**src/rtl/cadr_pkg.sv**
```systemverilog
// Shared CADR definitions: VMA/memory sequencer states and default timing.
package cadr_pkg;

    typedef enum logic [1:0] {
        VMA_IDLE  = 2'd0,
        VMA_SPY   = 2'd1,
        VMA_START = 2'd2,
        VMA_WAIT  = 2'd3
    } vma_state_e;

    localparam int TIMEOUT_DEF = 64;
    localparam int TW_DEF      = 7;

endpackage

```
**src/rtl/vma_ctl.sv**
```systemverilog
// VMA load arbitration (microcode vs. spy) and main-memory cycle sequencing
// with a non-existent-memory timeout.
module vma_ctl
    import cadr_pkg::*;
#(
    parameter int TIMEOUT = TIMEOUT_DEF,
    parameter int TW      = TW_DEF
) (
    input  logic clk,
    input  logic reset,
    input  logic state_alu,
    input  logic vmaenb,
    input  logic memrq_rd,
    input  logic memrq_wr,
    input  logic spy_req,
    input  logic spy_sel,
    input  logic mem_ack,
    output logic vma_load,
    output logic ldvmal,
    output logic ldvmah,
    output logic spy_ack,
    output logic mem_start,
    output logic mem_wr,
    output logic mem_busy,
    output logic mem_nxm,
    output logic stall
);

    vma_state_e    state_r;
    logic [TW-1:0] cnt_r;
    logic          ldvmal_r;
    logic          ldvmah_r;
    logic          spy_ack_r;
    logic          mem_start_r;
    logic          mem_wr_r;
    logic          mem_nxm_r;
    logic          ucreq_s;
    logic          memrq_s;
    logic          stall_s;

    assign memrq_s  = state_alu & (memrq_rd | memrq_wr);
    assign ucreq_s  = state_alu & (vmaenb | memrq_rd | memrq_wr);
    // Any microcode request is held off while VMA belongs to a spy or memory cycle.
    assign stall_s  = ucreq_s & (state_r != VMA_IDLE);

    assign stall     = stall_s;
    assign vma_load  = state_alu & vmaenb & ~stall_s;
    assign ldvmal    = ldvmal_r;
    assign ldvmah    = ldvmah_r;
    assign spy_ack   = spy_ack_r;
    assign mem_start = mem_start_r;
    assign mem_wr    = mem_wr_r;
    assign mem_nxm   = mem_nxm_r;
    assign mem_busy  = (state_r == VMA_START) | (state_r == VMA_WAIT);

    // Sequencer: state, timeout counter and all registered pulse outputs.
    always_ff @(posedge clk) begin
        if (reset) begin
            state_r     <= VMA_IDLE;
            cnt_r       <= {TW{1'b0}};
            ldvmal_r    <= 1'b0;
            ldvmah_r    <= 1'b0;
            spy_ack_r   <= 1'b0;
            mem_start_r <= 1'b0;
            mem_wr_r    <= 1'b0;
            mem_nxm_r   <= 1'b0;
        end else begin
            ldvmal_r    <= 1'b0;
            ldvmah_r    <= 1'b0;
            spy_ack_r   <= 1'b0;
            mem_start_r <= 1'b0;
            mem_nxm_r   <= 1'b0;
            case (state_r)
                VMA_IDLE: begin
                    // Microcode outranks spy; write wins when both directions are requested.
                    if (memrq_s) begin
                        state_r     <= VMA_START;
                        mem_wr_r    <= memrq_wr;
                        mem_start_r <= 1'b1;
                    end else if (spy_req & ~ucreq_s) begin
                        state_r   <= VMA_SPY;
                        ldvmah_r  <= spy_sel;
                        ldvmal_r  <= ~spy_sel;
                        spy_ack_r <= 1'b1;
                    end else begin
                        state_r <= VMA_IDLE;
                    end
                end
                VMA_SPY: begin
                    state_r <= VMA_IDLE;
                end
                VMA_START: begin
                    cnt_r   <= {TW{1'b0}};
                    state_r <= VMA_WAIT;
                end
                VMA_WAIT: begin
                    if (mem_ack) begin
                        state_r <= VMA_IDLE;
                    end else if (cnt_r == TW'(TIMEOUT - 1)) begin
                        mem_nxm_r <= 1'b1;
                        state_r   <= VMA_IDLE;
                    end else begin
                        cnt_r <= cnt_r + {{(TW-1){1'b0}}, 1'b1};
                    end
                end
                default: begin
                    state_r <= VMA_IDLE;
                end
            endcase
        end
    end

endmodule

```
**config.mk**
```make
export PLATFORM = sky130hd
export DESIGN_NAME = vma_ctl
export DESIGN_NICKNAME = d
export VERILOG_FILES = /design/src/rtl/cadr_pkg.sv /design/src/rtl/vma_ctl.sv
export SDC_FILE = /design/constraint.sdc
export NUM_CORES = 1
export LEC_CHECK = 0
export CORE_MARGIN = 2
export CORE_UTILIZATION = 45
export DETAILED_ROUTE_END_ITERATION = 10
export GPL_TIMING_DRIVEN = 0
export PLACE_DENSITY = 0.75
export SLEW_MARGIN = 20
export SYNTH_ARGS = -nofsm -noshare
export SYNTH_HDL_FRONTEND = slang
export SYNTH_SLANG_ARGS = --single-unit
```
**constraint.sdc**
```tcl
create_clock -name clk -period 2.1 [get_ports clk]
set_clock_uncertainty 0.05 [all_clocks]
set_input_delay 0.42 -clock clk [delete_from_list [all_inputs] [get_ports clk]]
set_output_delay 0.42 -clock clk [all_outputs]
set_load 0.02 [all_outputs]
```
* Word level (Yosys, flattened, before mapping) *
Cells that the tools add are included.
W data, S select, Z words.

word-level totals
  word-level logic and storage cells = 52
  output and inout bits = 9
  register bits = 15
  input port bits = 9

operators by class
  add/subtract/negate cells = 1
  reduce and logical (&&, ||, !) cells = 9
  bitwise gates (word level) = 16
  equality and inequality tests = 7
  multiplexer cells = 11

operators by type and width
  cell                   number
  $mux W7                2
  $pmux W7 S2            1
  $pmux W2 S4            1
  $add A7 B1 Y7 const B  1
  $eq A7 B6 Y1 const B   1
  $and A1 B1 Y1          6
  $mux W2                3
  $not A1 Y1             6
  $reduce_or A3 Y1       2
  $eq A2 B2 Y1 const B   2
  $mux W1                4
  $ne A2 B2 Y1 const B   2
  $or A1 B1 Y1           4
  $reduce_bool A2 Y1     2
  $reduce_or A4 Y1       1
  $ne A3 B2 Y1 const B   1
  $reduce_and A3 Y1      1
  $eq A2 B1 Y1 const B   1
  $logic_not A2 Y1       1
  $reduce_and A2 Y1      1
  $reduce_or A2 Y1       1

* Depth between registers and ports, before layout *
  depth in word-level cells = 8
  gate-level depth with buffers = 5
  gate-level depth less buffers = 5

* Worst setup path after synthesis *
OpenSTA, ideal clock, no wires.

  path kind = register to register
  start point = register cnt_r[0]
  end point = register cnt_r[5]
  period minus slack after synthesis = 1584 ps
  data arrival time = 1412 ps
  cell stages (with the launch flop) = 5
  setup time = 122 ps
  required time = 1928 ps
  path buffers = 0
  setup slack = 516 ps
  cell sequence = dfxtp_1 -> ha_1 -> and3b_4 -> a211o_1 -> a311o_1

on the way
  longest elaborated chain between the ends = 4
  elaborated cells between the ends (all ways) = 7
  classes of those cells = 1 x add/sub; 2 x eq/ne; 3 x mux; 1 x reduce/logical

ends and longest elaborated chain
  item                    line            RTL
  from (decl)             vma_ctl.sv:30   logic [TW-1:0] cnt_r;
  from (signal assigned)  vma_ctl.sv:60   cnt_r <= {TW{1'b0}};
  from (signal assigned)  vma_ctl.sv:93   cnt_r <= {TW{1'b0}};
  from (signal assigned)  vma_ctl.sv:103  cnt_r <= cnt_r + {{(TW-1){1'b0}}, 1'b1};
  $add A7 B1 Y7           vma_ctl.sv:103
  $mux W7                 vma_ctl.sv:99   end else if (cnt_r == TW'(TIMEOUT - 1)) begin
  $mux W7                 vma_ctl.sv:97   if (mem_ack) begin
  $pmux W7 S2             vma_ctl.sv:73   case (state_r)

Several ways; a longest one is shown, not always the timed one. The select of a mux whose other input is x is not followed.
A chain may end at the register's enable or synchronous reset.

* Worst setup path in the final report *
  start point = input vmaenb
  end point = output stall

on the way
  longest elaborated chain between the ends = 4

ends and longest elaborated chain
  item                        line           RTL
  from (decl)                 vma_ctl.sv:12  input logic vmaenb,
  $or A1 B1 Y1 (2 in series)  vma_ctl.sv:42  assign ucreq_s = state_alu & (vmaenb | memrq_rd | memrq_wr);
  $and A1 B1 Y1               vma_ctl.sv:42
  $and A1 B1 Y1               vma_ctl.sv:44  assign stall_s = ucreq_s & (state_r != VMA_IDLE);
  to (decl)                   vma_ctl.sv:26  output logic stall

Every way passes these cells.

==> impl_metrics.ini <==
[outcome]
status = finished clean

[sta]
clock.fmax_mhz = 499
drv_slew = 0
relSlewSlack_pct = 70.9
worstMarginPinSlew_ns = 0.436
setup_slack_ns = 0.0941
min_period_ns = 2.01
finalHoldViolations = 0
finalCritPeriodShare_pct = 95.5
final-setup-viol-count = 0
holdWs_ns = 0.425
rsz0062_at_grt = false

[place]
gp_congestion = 0.803
port-buffer-count = 17
post-dp-hpwl_um = 1120
pre_cts_ws_ns = -0.232

[clock_network]
tritoncts = built
cts_hold_buffers = 0
ctsRootBufferMaster = clkbuf_4
cts_setup_buffers = 0
cts_sinks = 15
cts.htree.levels = 1
cts_buffer_depth = 2
path_clk_slew_ns = 0.09
cts_inserted_buffers = 3
clkLatencyLatePin_ns = 0.28

[floorplanning]
die_h_um = 43
row_count = 14
fp.dieArea_mm2 = 0.00185
ioPinCount = 18
start_util_pct = 46.5
die_x_um = 43
core_area_mm2 = 0.00147

[detailed_routing]
avgRoutedWirePerCell_um = 13.4
vias = 669
drt_iter0_drc = 16
drt_first_pass_iters = 4
ant_nets = 0
via_per_inst = 5.77
drt_wl_total_um = 1560
drc = 0

[job]
max-cap-violations = 0

[pwr]
p_leak_uw = 0.000330
ir_drop_mv = 0.352
power_density_mw_per_mm2 = 617

[setup_path]
r2r_end = cnt_r[5]$_SDFFE_PP0P_
cp-endpoint = stall
r2r_slack_ns = 0.41
required_ns = 1.63
worstPathMaxFanout = 3
path_depth = 4
critPathKind = input port to output pin
worstPathCellList = clkdlybuf4s50_1 -> o31ai_4 -> nor2_1 -> dlygate4sd2_1
path_delay_family = buffers and inverters
crit_start = vmaenb
end_kind = output pin
crit_arrival_ns = 1.54
r2r_cells = 4
slowest_stage = clkdlybuf4s50_1
cp.buffers_inverters = 2
crit-reg2reg-launch = cnt_r[0]$_SDFFE_PP0P_
max_stage_delay_ns = 0.46
start_kind = input port

[final_layout]
drive_gt1_share_pct = 8.00
fillers = 142
synthToLayoutAreaGrowth_pct = 33.5
utilization_pct = 62.1
mostFrequentLayoutCells = dfxtp_1, clkdlybuf4s50_1, nor2_1, a21oi_1
layout.nets = 111
antennaDiodeCount = 0

[synth]
yosysTopAreaCell = dfxtp_1
ys.flop_type = dfxtp_1
synth-edff-count = 0
syn_avg_cell_area_um2 = 8.66
ys_ff_latch = 15
yosysSeqAreaShare_pct = 43.9
synth_area_leaders = dfxtp_1, a21oi_1, nand3_1
synth_top_area_share_pct = 43.9
syn_area_um2 = 684
synth_nets = 89
yosys_warnings = 0
async_reset_ff_share_pct = 0
syn_inst = 79
synth_cell_type_count = 32

[grt]
grt_max_degree = 11
grt_pass1_vias = 608
grt_antenna_before_repair = 0
grtUsageTotal_pct = 18.9
grt_overflow = 0
grt_pass1_wl_um = 2590

[min_path]
hold_path_class = register to register
worst min-delay path by stage:
stage | start | end | slack [ns] | depth (start not counted)
2_1_floorplan | cnt_r[6]$_SDFFE_PP0P_ | cnt_r[6]$_SDFFE_PP0P_ | 0.37 | 2
5_1_grt | cnt_r[6]$_SDFFE_PP0P_ | cnt_r[6]$_SDFFE_PP0P_ | 0.44 | 2
4_1_cts | cnt_r[6]$_SDFFE_PP0P_ | cnt_r[6]$_SDFFE_PP0P_ | 0.42 | 2
3_3_place_gp | cnt_r[6]$_SDFFE_PP0P_ | cnt_r[6]$_SDFFE_PP0P_ | 0.39 | 2
6_report | cnt_r[6]$_SDFFE_PP0P_ | cnt_r[6]$_SDFFE_PP0P_ | 0.43 | 2
3_5_place_dp | cnt_r[6]$_SDFFE_PP0P_ | cnt_r[6]$_SDFFE_PP0P_ | 0.40 | 2
tightest hold or removal path: cells and delay by family (launching register included):
family | cells | cell delay, ns
DFF | 1 | 0.33
AOI/OAI and AO/OA | 1 | 0.04
and+or+nand+nor | 1 | 0.07
metal layers:
layer / vias to the layer above / global-route usage [%] / routed length (µm)
met5: - / 0 / 0
met4: 0 / 9.70 / 19
met3: 4 / 5.96 / 81
met2: 20 / 30.6 / 744
met1: 308 / 22.2 / 711
li1: 337 / - / -
flip-flops by register name, indices dropped and copies added (netlist names):
name,flops
spy_ack,1
ldvmal,1
cnt_r,7
mem_wr,1
state_r,2
ldvmah,1
mem_start,1
mem_nxm,1
cells by family after synthesis:
| logic type | Yosys count | share of synthesized area (%) |
|---|---|---|
| AO/OA/AOI/OAI | 20 | 19.7 |
| flip-flops | 15 | 43.9 |
| adder cells (fa/ha/maj) | 1 | 1.83 |
| multiplexers | 1 | 1.46 |
| AND/OR/NAND/NOR | 37 | 30.3 |
| buffers and inverters | 5 | 2.74 |
layout make-up:
type	count	area (µm²)	area share, %
Sequential cell	15	300	32.9
Timing Repair Buffer	17	168	18.4
Clock buffer	3	22.5	2.47
Clock inverter	1	5.00	0.548
Buffer	3	11.3	1.23
Multi-Input combinational cell	59	379	41.5
Tap cell	16	20.0	2.19
Inverter	2	7.51	0.822
what timing repair did:
action | in CTS | in global routing
resized for setup | 3 | 1
setup endpoints to repair | 2 | 1
pin swaps | 0 | 1
synthesized netlist by cell type, types with 2 or more instances:
library cell   n
nor4_1         2
nand2b_1       4
clkbuf_1       3
nand3_1        6
nand2_1        6
o211ai_1       2
nor2b_1        2
dfxtp_1       15
nor2_1         7
a21oi_1        7
and3_1         3
a31o_1         2
metrics by stage:
step	area, µm²	TNS [ns]	power (µW)	instances
finish	913	0	564	116
floorplan	684	0	355	79
detailed placement	875	-0.254	402	112
global placement	875	-0.234	401	112
CTS	905	0	566	116
global route	913	0	591	116
power by group:
group	leakage, µW	switching [µW]	internal (µW)	total, µW
registers	0.000122	8.42	293	301
clock network	0.0000177	95.1	70.7	166
logic	0.000190	51.2	45.1	96.2
total	0.000330	155	409	564
No activity file was read; power rests on OpenSTA's default activity.
